===== config.mk =====
export PLATFORM = sky130hd
export DESIGN_NAME = timer_irq_ctrl
export DESIGN_NICKNAME = d
export VERILOG_FILES = /design/src/rtl/timer_irq_ctrl_pkg.sv /design/src/rtl/timer_irq_ctrl_tick.sv /design/src/rtl/timer_irq_ctrl.sv
export SDC_FILE = /design/constraint.sdc
export NUM_CORES = 1
export LEC_CHECK = 0
export CAP_MARGIN = 20
export CORE_UTILIZATION = 40
export DETAILED_ROUTE_END_ITERATION = 12
export GPL_TIMING_DRIVEN = 0
export PLACE_DENSITY_LB_ADDON = 0.1
export SLEW_MARGIN = 25
export SYNTH_ARGS = -nofsm -noshare
export SYNTH_HDL_FRONTEND = slang
export SYNTH_SLANG_ARGS = --single-unit
export TNS_END_PERCENT = 5

===== constraint.sdc =====
create_clock -name clk -period 5.85 [get_ports clk]
set_input_delay 1.4625 -clock clk [delete_from_list [all_inputs] [get_ports clk]]
set_output_delay 1.4625 -clock clk [all_outputs]
set_load 0.005 [all_outputs]

===== src/rtl/timer_irq_ctrl_pkg.sv =====
// timer_irq_ctrl_pkg
//   Shared constants for the interval timer peripheral: base address,
//   register offsets, TCON bit positions and the offset decoder.
//   The base address is also reused by the bus decoder and the
//   digit/LED/UART blocks.
package timer_irq_ctrl_pkg;

    localparam logic [31:0] TIMER_BASE_ADDR = 32'h4000_0000;

    localparam logic [3:0] TH_OFF   = 4'h0;
    localparam logic [3:0] TL_OFF   = 4'h4;
    localparam logic [3:0] TCON_OFF = 4'h8;

    localparam int TCON_EN = 0;
    localparam int TCON_IE = 1;
    localparam int TCON_ST = 2;

    typedef enum logic [1:0] {
        SEL_TH   = 2'd0,
        SEL_TL   = 2'd1,
        SEL_TCON = 2'd2,
        SEL_NONE = 2'd3
    } reg_sel_e;

    // Byte lanes (off[1:0]) are ignored; only the word offset selects.
    function automatic reg_sel_e decode_off(input logic [3:0] off);
        reg_sel_e sel;
        sel = SEL_NONE;
        if (off[3:2] == TH_OFF[3:2])        sel = SEL_TH;
        else if (off[3:2] == TL_OFF[3:2])   sel = SEL_TL;
        else if (off[3:2] == TCON_OFF[3:2]) sel = SEL_TCON;
        return sel;
    endfunction

endpackage


===== src/rtl/timer_irq_ctrl_tick.sv =====
// tick_divider
//   Prescaler for the interval timer. Counts 0..PRESCALE-1 while en=1 and
//   pulses tick in the cycle the count reaches PRESCALE-1. Held at 0
//   whenever en=0 so a re-enable always starts a full period.
//   Ports: clk, reset (sync, active-high), en (count enable), tick (pulse).
module tick_divider #(
    parameter int PRESCALE = 1
) (
    input  logic clk,
    input  logic reset,
    input  logic en,
    output logic tick
);

    localparam logic [15:0] LAST = 16'(PRESCALE - 1);

    logic [15:0] r_cnt;
    logic        w_last;

    assign w_last = (r_cnt == LAST);
    assign tick   = en & w_last;

    always_ff @(posedge clk) begin
        if (reset || !en) begin
            r_cnt <= '0;
        end else if (w_last) begin
            r_cnt <= '0;
        end else begin
            r_cnt <= r_cnt + 16'd1;
        end
    end

endmodule


===== src/rtl/timer_irq_ctrl.sv =====
// timer_irq_ctrl
//   Memory-mapped interval timer and interrupt controller.
//   TH (+0) reload value, TL (+4) up-counter, TCON (+8) {ST,IE,EN}.
//   TL counts on each prescaler tick; from all-ones it reloads from TH
//   and raises an overflow event, which latches ST when IE=1.
//   Ports:
//     clk, reset        clock, synchronous active-high reset
//     addr, wdata       CPU data bus address / store data
//     mem_write         store strobe
//     mem_read, rdata   load strobe, combinational load data
//     kernel_mode       CPU inside handler, masks irq
//     irq               interrupt request (ST & IE & ~kernel_mode)
//     tick              prescaler tick pulse
module timer_irq_ctrl
    import timer_irq_ctrl_pkg::*;
#(
    parameter logic [31:0] BASE_ADDR = TIMER_BASE_ADDR,
    parameter int          PRESCALE  = 1
) (
    input  logic        clk,
    input  logic        reset,
    input  logic [31:0] addr,
    input  logic [31:0] wdata,
    input  logic        mem_write,
    input  logic        mem_read,
    output logic [31:0] rdata,
    input  logic        kernel_mode,
    output logic        irq,
    output logic        tick
);

    logic [31:0] r_th;
    logic [31:0] r_tl;
    logic        r_en;
    logic        r_ie;
    logic        r_st;

    reg_sel_e    w_sel;
    logic        w_hit;
    logic        w_wr_th;
    logic        w_wr_tl;
    logic        w_wr_tcon;
    logic        w_tick;
    logic        w_tl_max;
    logic        w_ovf;
    logic [31:0] w_tcon;

    assign w_sel     = decode_off(addr[3:0]);
    assign w_hit     = (addr[31:4] == BASE_ADDR[31:4]) && (w_sel != SEL_NONE);
    assign w_wr_th   = mem_write && w_hit && (w_sel == SEL_TH);
    assign w_wr_tl   = mem_write && w_hit && (w_sel == SEL_TL);
    assign w_wr_tcon = mem_write && w_hit && (w_sel == SEL_TCON);

    tick_divider #(
        .PRESCALE (PRESCALE)
    ) u_div (
        .clk   (clk),
        .reset (reset),
        .en    (r_en),
        .tick  (w_tick)
    );

    assign w_tl_max = (r_tl == 32'hFFFF_FFFF);
    // A TL store overrides the tick, so no reload and no overflow event.
    assign w_ovf    = w_tick && !w_wr_tl && w_tl_max;

    always_ff @(posedge clk) begin
        if (reset) begin
            r_th <= '0;
            r_tl <= '0;
            r_en <= 1'b0;
            r_ie <= 1'b0;
            r_st <= 1'b0;
        end else begin
            if (w_wr_th) r_th <= wdata;

            // Reload uses the pre-edge TH even if TH is written this cycle.
            if (w_wr_tl)     r_tl <= wdata;
            else if (w_tick) r_tl <= w_tl_max ? r_th : r_tl + 32'd1;

            if (w_wr_tcon) begin
                r_en <= wdata[TCON_EN];
                r_ie <= wdata[TCON_IE];
                // A concurrent overflow survives an ISR clear if IE stays set.
                r_st <= wdata[TCON_ST] | (w_ovf & wdata[TCON_IE]);
            end else if (w_ovf && r_ie) begin
                r_st <= 1'b1;
            end
        end
    end

    assign w_tcon = {29'd0, r_st, r_ie, r_en};

    always_comb begin
        rdata = '0;
        if (mem_read && w_hit) begin
            case (w_sel)
                SEL_TH:   rdata = r_th;
                SEL_TL:   rdata = r_tl;
                SEL_TCON: rdata = w_tcon;
                default:  rdata = '0;
            endcase
        end
    end

    assign irq  = r_st & r_ie & ~kernel_mode;
    assign tick = w_tick;

endmodule


; ---- Yosys cells after proc, flatten, opt, wreduce, memory -nomap -nowiden
; Cells that the tools add are included.
[word_totals]
ff_bits = 83
latch_bits = 0
ram_bits = 0
romBits = 0
input_bits = 69
output_inout_bits = 34
elab_cells = 49
memories = 0
[classes]
n_addsub = 2
multipliers = 0
n_div = 0
magnitude_cmp = 0
n_eq_ne = 7
shifts = 0
mux = 10
bitwise_logic = 6
reduce_logical = 18
[ops]
columns = op, count
row1 = $mux W32, 4
row2 = $pmux W32 S3, 1
row3 = $add A32 B1 Y32 const B, 1
row4 = $eq A32 B32 Y1 const B, 1
row5 = $eq A28 B27 Y1 const B, 1
row6 = $add A16 B1 Y16 const B, 1
row7 = $logic_not A16 Y1, 1
row8 = $logic_and A1 B1 Y1, 9
row9 = $and A1 B1 Y1, 4
row10 = $eq A2 B1 Y1 const B, 2
row11 = $eq A2 B2 Y1 const B, 2
row12 = $logic_not A2 Y1, 2
row13 = $mux W2, 2
row14 = $reduce_bool A2 Y1, 2
row15 = $mux W1, 3
row16 = $logic_not A1 Y1, 2
row17 = $ne A2 B2 Y1 const B, 1
row18 = $reduce_or A2 Y1, 1
row19 = $logic_or A1 B1 Y1, 1
row20 = $not A1 Y1, 1
row21 = $or A1 B1 Y1, 1

; ---- Depth between registers and ports, before layout
; Gate-level depths: netlist of run 1.
[depth]
ltp_word = 14
ltp_mapped = 11
mapped_depth_nobuf = 9

; ---- Cells and area by module
; Synthesis of run 1 repeated with hierarchy kept, for this count alone.
[unflattened]
hier_cells = 584
area_unflattened_um2 = 4921.0
[modules_own_cells]
columns = mod, n_inst, cells_per_inst, area_each_um2, seq_area_each_um2
row1 = timer_irq_ctrl, 1, 498, 4161.5, 1341.3
row2 = tick_divider, 1, 86, 759.5, 320.3

; ---- Worst setup path before layout of run 1
; Ideal clock, no wire load.
[synth_timing]
path_kind = input -> output
from = in addr[29]
to = out rdata[21]
arrival_ps = 2959
t_required_ps = 4388
path_slack_ps = 1428
stages = 7
path_buffers = 2
path_cell_list = nor4b_1 nand4_1 nor3_1 nand2b_1 clkbuf_1 clkbuf_1 nor2_1
[synth_between]
elab_chain_cells = 4
[synth_rtl]
columns = element, line
row1 = from (decl), timer_irq_ctrl.sv:22  ; input logic [31:0] addr,
row2 = $eq A28 B27 Y1, timer_irq_ctrl.sv:49  ; assign w_hit = (addr[31:4] == BASE_ADDR[31:4]) && (w_sel != SEL_NONE);
row3 = $logic_and A1 B1 Y1, timer_irq_ctrl.sv:49
row4 = $logic_and A1 B1 Y1, timer_irq_ctrl.sv:96  ; if (mem_read && w_hit) begin
row5 = $mux W32, timer_irq_ctrl.sv:96
row6 = to (decl), timer_irq_ctrl.sv:26  ; output logic [31:0] rdata,
; No other way between the ends.

; ---- Final worst setup path of run 1
[layout_timing]
from = in addr[10]
to = out rdata[25]
; Same word-level chain as after synthesis.

==> impl_metrics.sql, run 1 <==
INSERT INTO impl_metrics (metric_group, metric, value, unit) VALUES
('status', 'run_status', 'finished clean', ''),
('pwr', 'combinationalPowerShare', '7.0', '%'),
('cts', 'clock_tree_from_tritoncts', 'built', ''),
('worst_setup_path', 'worst_r2r_path_depth', '8', ''),
('floorplan', 'die_h', '113', 'µm'),
('logic_synthesis', 'syn_area_per_cell', '7.57', 'µm²'),
('logic_synthesis', 'synth_nets', '718', ''),
('cts', 'ctsLongestPathBuffers', '2', ''),
('global_route', 'grt.total_usage', '26.3', '%'),
('timing', 'holdWs', '0.473', 'ns'),
('routing', 'detailedRoute.firstIterationViolations', '319', ''),
('hold_path', 'min-delay-start', 'r_th[26]$_SDFFE_PP0P_', ''),
('timing', 'timing.max_slew.rel_slack', '38.3', '%'),
('worst_setup_path', 'critical_path.reg2reg.endpoint', 'r_tl[14]$_SDFFE_PP0P_', ''),
('cts', 'post_cts_hold_buffer_count', '0', ''),
('global_route', 'grt-ovfl-total', '0', ''),
('timing', 'totalNegativeSetupSlack', '0', 'ns'),
('logic_synthesis', 'mappedNetlistArea', '4890', 'µm²'),
('worst_setup_path', 'timing.setup.critical_path_class', 'input port to primary output', ''),
('pwr', 'net_switching_share_of_the_total_power', '23.3', '%'),
('cts', 'clkLatencyLatePin', '0.35', 'ns'),
('logic_synthesis', 'synth_sequential_area_ratio', '34.0', '%'),
('worst_setup_path', 'worstSetupStartpointType', 'input port', ''),
('floorplan', 'initial_utilization', '40.9', '%'),
('cts', 'clock_sinks', '83', ''),
('floorplan', 'core_area', '12000', 'µm²'),
('worst_setup_path', 'slowest_stage', 'sky130_fd_sc_hd__clkdlybuf4s50_1', ''),
('final_layout', 'drive_gt1_share', '5.78', '%'),
('timing', 'setup_viol', '0', ''),
('final_layout', 'most_used_cells_in_the_layout_excluding_fill_and_tap_cells', 'sky130_fd_sc_hd__nand2_1 (101), sky130_fd_sc_hd__clkdlybuf4s50_1 (99), sky130_fd_sc_hd__nor2_1 (86)', ''),
('global_route', 'grt_first_pass_wirelength', '26300', 'µm'),
('logic_synthesis', 'syn_inst', '646', ''),
('cts', 'cts-buffers-inserted', '9', ''),
('logic_synthesis', 'postSynthRegisterBits', '83', ''),
('pwr', 'power.clock.fraction', '46.2', '%'),
('floorplan', 'die_x', '113', 'µm'),
('flow_run', 'max-cap-violations', '0', ''),
('logic_synthesis', 'synthArstFlopShare', '0', '%'),
('logic_synthesis', 'netlist_top_cells_area', 'sky130_fd_sc_hd__dfxtp_1 (34%), sky130_fd_sc_hd__nand2_1 (7.8%), sky130_fd_sc_hd__mux2i_1 (7.2%)', ''),
('logic_synthesis', 'synth_area_in_compound_gates', '17.5', '%'),
('floorplan', 'floorplan.die_area', '12700', 'µm²'),
('logic_synthesis', 'synth-xor-area-share', '5.01', '%'),
('final_layout', 'finish.cell_count_without_fillers', '908', ''),
('floorplan', 'num_rows', '40', ''),
('worst_setup_path', 'critPathBufInv', '4', ''),
('hold_path', 'holdPathStages', '2', ''),
('cts', 'clk_transition_reported_paths', '0.06', 'ns'),
('logic_synthesis', 'synth_top_area_cell', 'sky130_fd_sc_hd__dfxtp_1', ''),
('worst_setup_path', 'rr_startpoint', 'r_tl[0]$_SDFFE_PP0P_', ''),
('logic_synthesis', 'synthDominantCellAreaShare', '34.0', '%'),
('worst_setup_path', 'worstPathCellList', 'clkdlybuf4s50_1, nor4_1, nand3_1, nor3_2, nand2b_1, clkbuf_2, clkbuf_2, nor2_1, clkdlybuf4s50_1', ''),
('logic_synthesis', 'synth_enable_flop_cells', '0', ''),
('logic_synthesis', 'post_synth_and_or_nand_nor_area_fraction', '31.0', '%'),
('pwr', 'p_leak', '2.16', 'nW'),
('place', 'numPlacedInstances', '892', ''),
('place', 'hpwl', '11500', 'µm'),
('routing', 'route.final.wire_length', '16100', 'µm'),
('routing', 'dr.pass1.iters', '5', ''),
('global_route', 'pin_count_of_the_biggest_net_entering_global_routing', '16', ''),
('worst_setup_path', 'crit_path_max_fanout', '10', ''),
('place', 'placed_cell_area', '6070', 'µm²'),
('routing', 'vias_after_detailed_routing', '5253', ''),
('timing', 'fin_skew', '0.00872', 'ns'),
('timing', 'setup_repair_after_global_routing_missed_its_margin', 'no', ''),
('worst_setup_path', 'setup.reg_to_reg.worst_slack', '2.73', 'ns'),
('timing', 'fmax', '181', 'MHz'),
('pwr', 'intPower', '0.000932', 'W'),
('worst_setup_path', 'worst_setup_path_end_kind', 'primary output', ''),
('hold_path', 'hold_path_class', 'register to register', ''),
('timing', 'fin_crit', '5.54', 'ns'),
('worst_setup_path', 'cpPeakStageDelay', '0.51', 'ns');
## synth_stat cells (2+ instances only)
cell type	n
sky130_fd_sc_hd__a31oi_1	2
sky130_fd_sc_hd__nor3_1	16
sky130_fd_sc_hd__nand3_1	20
sky130_fd_sc_hd__clkbuf_1	26
sky130_fd_sc_hd__nor2b_1	2
sky130_fd_sc_hd__xor2_1	17
sky130_fd_sc_hd__nor4b_1	5
sky130_fd_sc_hd__a221oi_1	3
sky130_fd_sc_hd__o211ai_1	2
sky130_fd_sc_hd__a21oi_1	63
sky130_fd_sc_hd__nor4_1	15
sky130_fd_sc_hd__or3_1	3
sky130_fd_sc_hd__a21o_1	14
sky130_fd_sc_hd__a311o_1	3
sky130_fd_sc_hd__xnor2_1	11
sky130_fd_sc_hd__and4_1	9
sky130_fd_sc_hd__o32ai_1	9
sky130_fd_sc_hd__mux2i_1	35
sky130_fd_sc_hd__nand3b_1	2
sky130_fd_sc_hd__nand2_1	101
sky130_fd_sc_hd__or4_4	2
sky130_fd_sc_hd__and3_1	13
sky130_fd_sc_hd__buf_1	2
sky130_fd_sc_hd__dfxtp_1	83
sky130_fd_sc_hd__o21ai_0	13
sky130_fd_sc_hd__nor4_2	2
sky130_fd_sc_hd__and2_1	7
sky130_fd_sc_hd__inv_1	14
sky130_fd_sc_hd__a211oi_1	16
sky130_fd_sc_hd__a211o_1	4
sky130_fd_sc_hd__ha_1	3
sky130_fd_sc_hd__nand2b_1	4
sky130_fd_sc_hd__nor2_1	86
sky130_fd_sc_hd__nand4_1	14
sky130_fd_sc_hd__buf_2	11
## metal layers
layer	share of wire, %	wire length [µm]	up-vias	GRT usage (%)
met5	0	0	-	0
met2	48	7670	187	44.0
met3	5.7	919	30	4.48
li1	-	-	2528	-
met1	44	7170	2508	33.6
met4	2.2	359	0	10.5
## logic make-up after synthesis
group	Yosys count
simple gates	308
buf+inv	53
mux	36
flops	83
xor+xnor	28
fa+ha+maj	3
compound gates	135
## stage by stage
stage	utilization [%]	setup WS [ns]
2_1_floorplan	-	1.43
3_3_place_gp	50.7	-0.0849
3_5_place_dp	50.8	-0.153
4_1_cts	53.4	0.0324
5_1_grt	53.5	0.0349
6_report	53.5	0.314
## state kept, by name (all words and copies together), names as in the netlist
register / flops
r_en: 1
r_th: 32
r_ie: 1
u_div.r_cnt: 16
r_tl: 32
r_st: 1
## layout make-up
type	instances	area [µm²]
fill	1187	5570
multi-input combinational	510	3040
sequential	83	1660
timing repair buffer	100	998
clock buffer	11	253
tap	147	184
buffer	38	159
inverter	14	52.6
clock inverter	5	42.5
## what timing repair did
action | CTS | global route
setup endpoints to repair | 10 | 10
resized for setup | 1 | 6
pin swaps | 1 | 0
setup buffers | 1 | 0
endpoints found under the hold margin | 0 | 0
## worst reg2reg max path, delay by kind of cell (launching register included)
kind,cells,cell delay [ns]
flip-flops,1,0.44
buffers and inverters,1,0.37
adder cells (fa/ha/maj),1,0.30
AO/OA/AOI/OAI,1,0.18
AND/OR/NAND/NOR,5,1.70
## power by group through the flow
stage          Combinational [W]  Sequential (W)  Clock (W)
6_report               0.0000852        0.000569   0.000561
5_1_grt                0.0000904        0.000569   0.000593
4_1_cts                0.0000845        0.000569   0.000573
3_5_place_dp           0.0000840        0.000582          0
3_3_place_gp           0.0000832        0.000582          0
2_1_floorplan          0.0000259        0.000581          0
## worst max-delay path by stage
stage	start	end	slack, ns	depth (start not counted)
final	addr[10]	rdata[25]	0.31	9
after global routing	addr[10]	rdata[27]	0.03	9
after CTS	addr[2]	rdata[27]	0.03	7
after detailed placement	addr[18]	rdata[27]	-0.15	9
after global placement	addr[18]	rdata[27]	-0.08	9
after floorplan	addr[29]	rdata[21]	1.43	7
(Power assumes the default switching activity.)
==> run 2: changes to the inputs <==
--- a/config.mk
+++ b/config.mk
@@ -6,7 +6,7 @@
 export NUM_CORES = 1
 export LEC_CHECK = 0
 export CAP_MARGIN = 20
-export CORE_UTILIZATION = 40
+export CORE_UTILIZATION = 30
 export DETAILED_ROUTE_END_ITERATION = 12
 export GPL_TIMING_DRIVEN = 0
 export PLACE_DENSITY_LB_ADDON = 0.1
==> run 2 against run 1 <==
Total power up 1.7%. Register-to-register slack worse by 0.09 ns. Non-clock buffer count unchanged. Clock power up 3%. Global-route usage down 4.4 points. Maximum frequency down 1.3%. Core utilization down 13 points. Worst setup slack worse by 0.072 ns.
==> impl_metrics.sql, run 2 (synthesis gave the netlist of run 1 again) <==
INSERT INTO impl_metrics (metric_group, metric, value, unit) VALUES
('status', 'run_status', 'finished clean', ''),
('timing', 'fin_crit', '5.61', 'ns'),
('worst_setup_path', 'crit_path_max_fanout', '10', ''),
('floorplan', 'die_x', '130', 'µm'),
('worst_setup_path', 'critPathBufInv', '4', ''),
('routing', 'dr.pass1.iters', '5', ''),
('cts', 'clk_transition_reported_paths', '0.06', 'ns'),
('timing', 'finalHoldViolCount', '0', ''),
('final_layout', 'drive_gt1_share', '5.39', '%'),
('floorplan', 'floorplan.io_pins', '103', ''),
('worst_setup_path', 'most_frequent_cp_cell', 'sky130_fd_sc_hd__clkdlybuf4s50_1', ''),
('floorplan', 'num_rows', '46', ''),
('final_layout', 'finish.net_count', '828', ''),
('cts', 'post_cts_hold_buffer_count', '0', ''),
('cts', 'clock_sinks', '83', ''),
('routing', 'vias_per_cell', '5.34', ''),
('timing', 'totalNegativeSetupSlack', '0', 'ns'),
('cts', 'clock_tree_from_tritoncts', 'built', ''),
('global_route', 'grt-ovfl-total', '0', ''),
('global_route', 'grt.total_usage', '22.0', '%'),
('place', 'hpwl', '12500', 'µm'),
('final_layout', 'layout_commonest_cell', 'sky130_fd_sc_hd__nand2_1', ''),
('cts', 'clkLatencyLatePin', '0.35', 'ns'),
('routing', 'avgRoutedWirePerCell', '18.1', 'µm'),
('pwr', 'report.power.total', '0.00124', 'W'),
('timing', 'worst_pin_slew', '1.02', 'ns'),
('flow_run', 'max-cap-violations', '0', ''),
('worst_setup_path', 'worst-endpoint-required', '4.39', 'ns'),
('timing', 'maxSlewViolCount', '0', ''),
('place', 'portBuffers', '99', ''),
('pwr', 'p_leak', '2.16', 'nW'),
('pwr', 'power_density', '191', 'nW/µm²'),
('timing', 'timing.final.crit_share', '95.9', '%'),
('timing', 'setup_viol', '0', ''),
('final_layout', 'most_used_cells_in_the_layout_excluding_fill_and_tap_cells', 'sky130_fd_sc_hd__nand2_1 (101), sky130_fd_sc_hd__clkdlybuf4s50_1 (99), sky130_fd_sc_hd__nor2_1 (86)', ''),
('routing', 'detailedRoute.firstIterationViolations', '427', ''),
('final_layout', 'reg.largest.list', 'r_th (32), r_tl (32), u_div.r_cnt (16)', ''),
('cts', 'clock_tree.root_cell', 'sky130_fd_sc_hd__clkbuf_16', ''),
('worst_setup_path', 'cp_top_family', 'buffers and inverters', ''),
('floorplan', 'floorplan.die_area', '16800', 'µm²'),
('global_route', 'first_global_vias', '5068', ''),
('cts', 'cts_htree_levels', '3', ''),
('floorplan', 'die_h', '130', 'µm'),
('worst_setup_path', 'slowest_stage', 'sky130_fd_sc_hd__clkdlybuf4s50_1', ''),
('global_route', 'grt_antenna_before_repair', '0', ''),
('global_route', 'grt_first_pass_wirelength', '27800', 'µm'),
('floorplan', 'initial_utilization', '30.8', '%'),
('worst_setup_path', 'timing.setup.critical_path_class', 'input port to primary output', ''),
('timing', 'fmax', '178', 'MHz'),
('routing', 'vias_after_detailed_routing', '5215', ''),
('worst_setup_path', 'crit_arrival', '4.14', 'ns'),
('worst_setup_path', 'worstSetupStartpointType', 'input port', ''),
('routing', 'route.final.wire_length', '17700', 'µm'),
('timing', 'fin_skew', '0.00695', 'ns'),
('worst_setup_path', 'worst_setup_path_end_kind', 'primary output', ''),
('cts', 'ctsLongestPathBuffers', '2', ''),
('routing', 'drc', '0', ''),
('timing', 'setup_repair_after_global_routing_missed_its_margin', 'no', ''),
('worst_setup_path', 'worstPathCellList', 'clkdlybuf4s50_1, nor4_1, nand4_1, nor3_2, nand2b_1, clkbuf_1, buf_2, nor2_1, clkdlybuf4s50_1', ''),
('global_route', 'pin_count_of_the_biggest_net_entering_global_routing', '20', ''),
('cts', 'cts-buffers-inserted', '9', ''),
('final_layout', 'diodes', '0', ''),
('pwr', 'vdd_drop_max', '0.154', 'mV'),
('hold_path', 'hold_path_class', 'register to register', ''),
('routing', 'detail-route-antenna-nets', '0', ''),
('final_layout', 'layout-area-overhead-vs-synth', '32.3', '%'),
('timing', 'timing.max_slew.rel_slack', '31.7', '%'),
('place', 'gp_routability_congestion', '0.827', ''),
('floorplan', 'core_area', '15900', 'µm²'),
('worst_setup_path', 'cpPeakStageDelay', '0.52', 'ns');
run 2: cell count changes in the layout (fill, tap and decap cells not counted), sizes merged:
cell | previous run | this run
clkbuf | 36 | 35
buf | 14 | 15
bufinv | 0 | 1
clkinv | 2 | 3
inv | 16 | 14
run 2: final cells by class:
cell class / instances / area (µm²)
Buffer: 38 / 158
Clock buffer: 11 / 243
Clock inverter: 5 / 52.6
Fill cell: 1669 / 9410
Inverter: 14 / 52.6
Multi-Input combinational cell: 510 / 3040
Sequential cell: 83 / 1660
Tap cell: 216 / 270
Timing Repair Buffer: 100 / 998
run 2: report_power, final:
part,switching [W],internal (W)
registers,0.00000303,0.000566
clock network,0.000240,0.000340
logic,0.0000358,0.0000502
run 2: metal layers:
| metal | global-route usage (%) | part of all wire, % | routed length (µm) |
|---|---|---|---|
| met1 | 28.8 | 46 | 8100 |
| met2 | 36.9 | 47 | 8380 |
| met3 | 3.67 | 5.7 | 1010 |
| met4 | 6.43 | 1.0 | 182 |
| met5 | 0 | 0 | 0 |
run 2: metrics by stage:
stage               util (%)  std cells  cell area (µm²)  hold WS (ns)  setup WS [ns]
floorplan                  -        646             4890         0.440           1.43
global placement        38.7        961             6150         0.453         -0.135
detailed placement      38.8        961             6160         0.461         -0.234
CTS                     40.7        977             6460         0.470         0.0792
global route            40.7        977             6470         0.488        0.00923
finish                  40.7        977             6470         0.469          0.243
run 2: path summary, 6_finish.rpt:
kind                   startpoint               endpoint  slack, ns  cells after the start
max                      addr[18]              rdata[30]       0.24                      9
min          r_th[2]$_SDFFE_PP0P_   r_th[2]$_SDFFE_PP0P_       0.47                      2
max reg2reg  r_tl[0]$_SDFFE_PP0P_  r_tl[14]$_SDFFE_PP0P_       2.64                      8
min reg2reg  r_th[2]$_SDFFE_PP0P_   r_th[2]$_SDFFE_PP0P_       0.47                      2
run 2: timing repair:
action,4_1_cts,5_1_grt
pin swaps,1,0
setup buffers,1,0
endpoints found under the setup margin,10,10
resized for setup,1,4
run 2: tightest hold or removal path, stage by stage, from the launching register on:
cell and delay, ns:
sky130_fd_sc_hd__dfxtp_1 0.32, sky130_fd_sc_hd__nand2_1 0.06, sky130_fd_sc_hd__a21oi_1 0.05
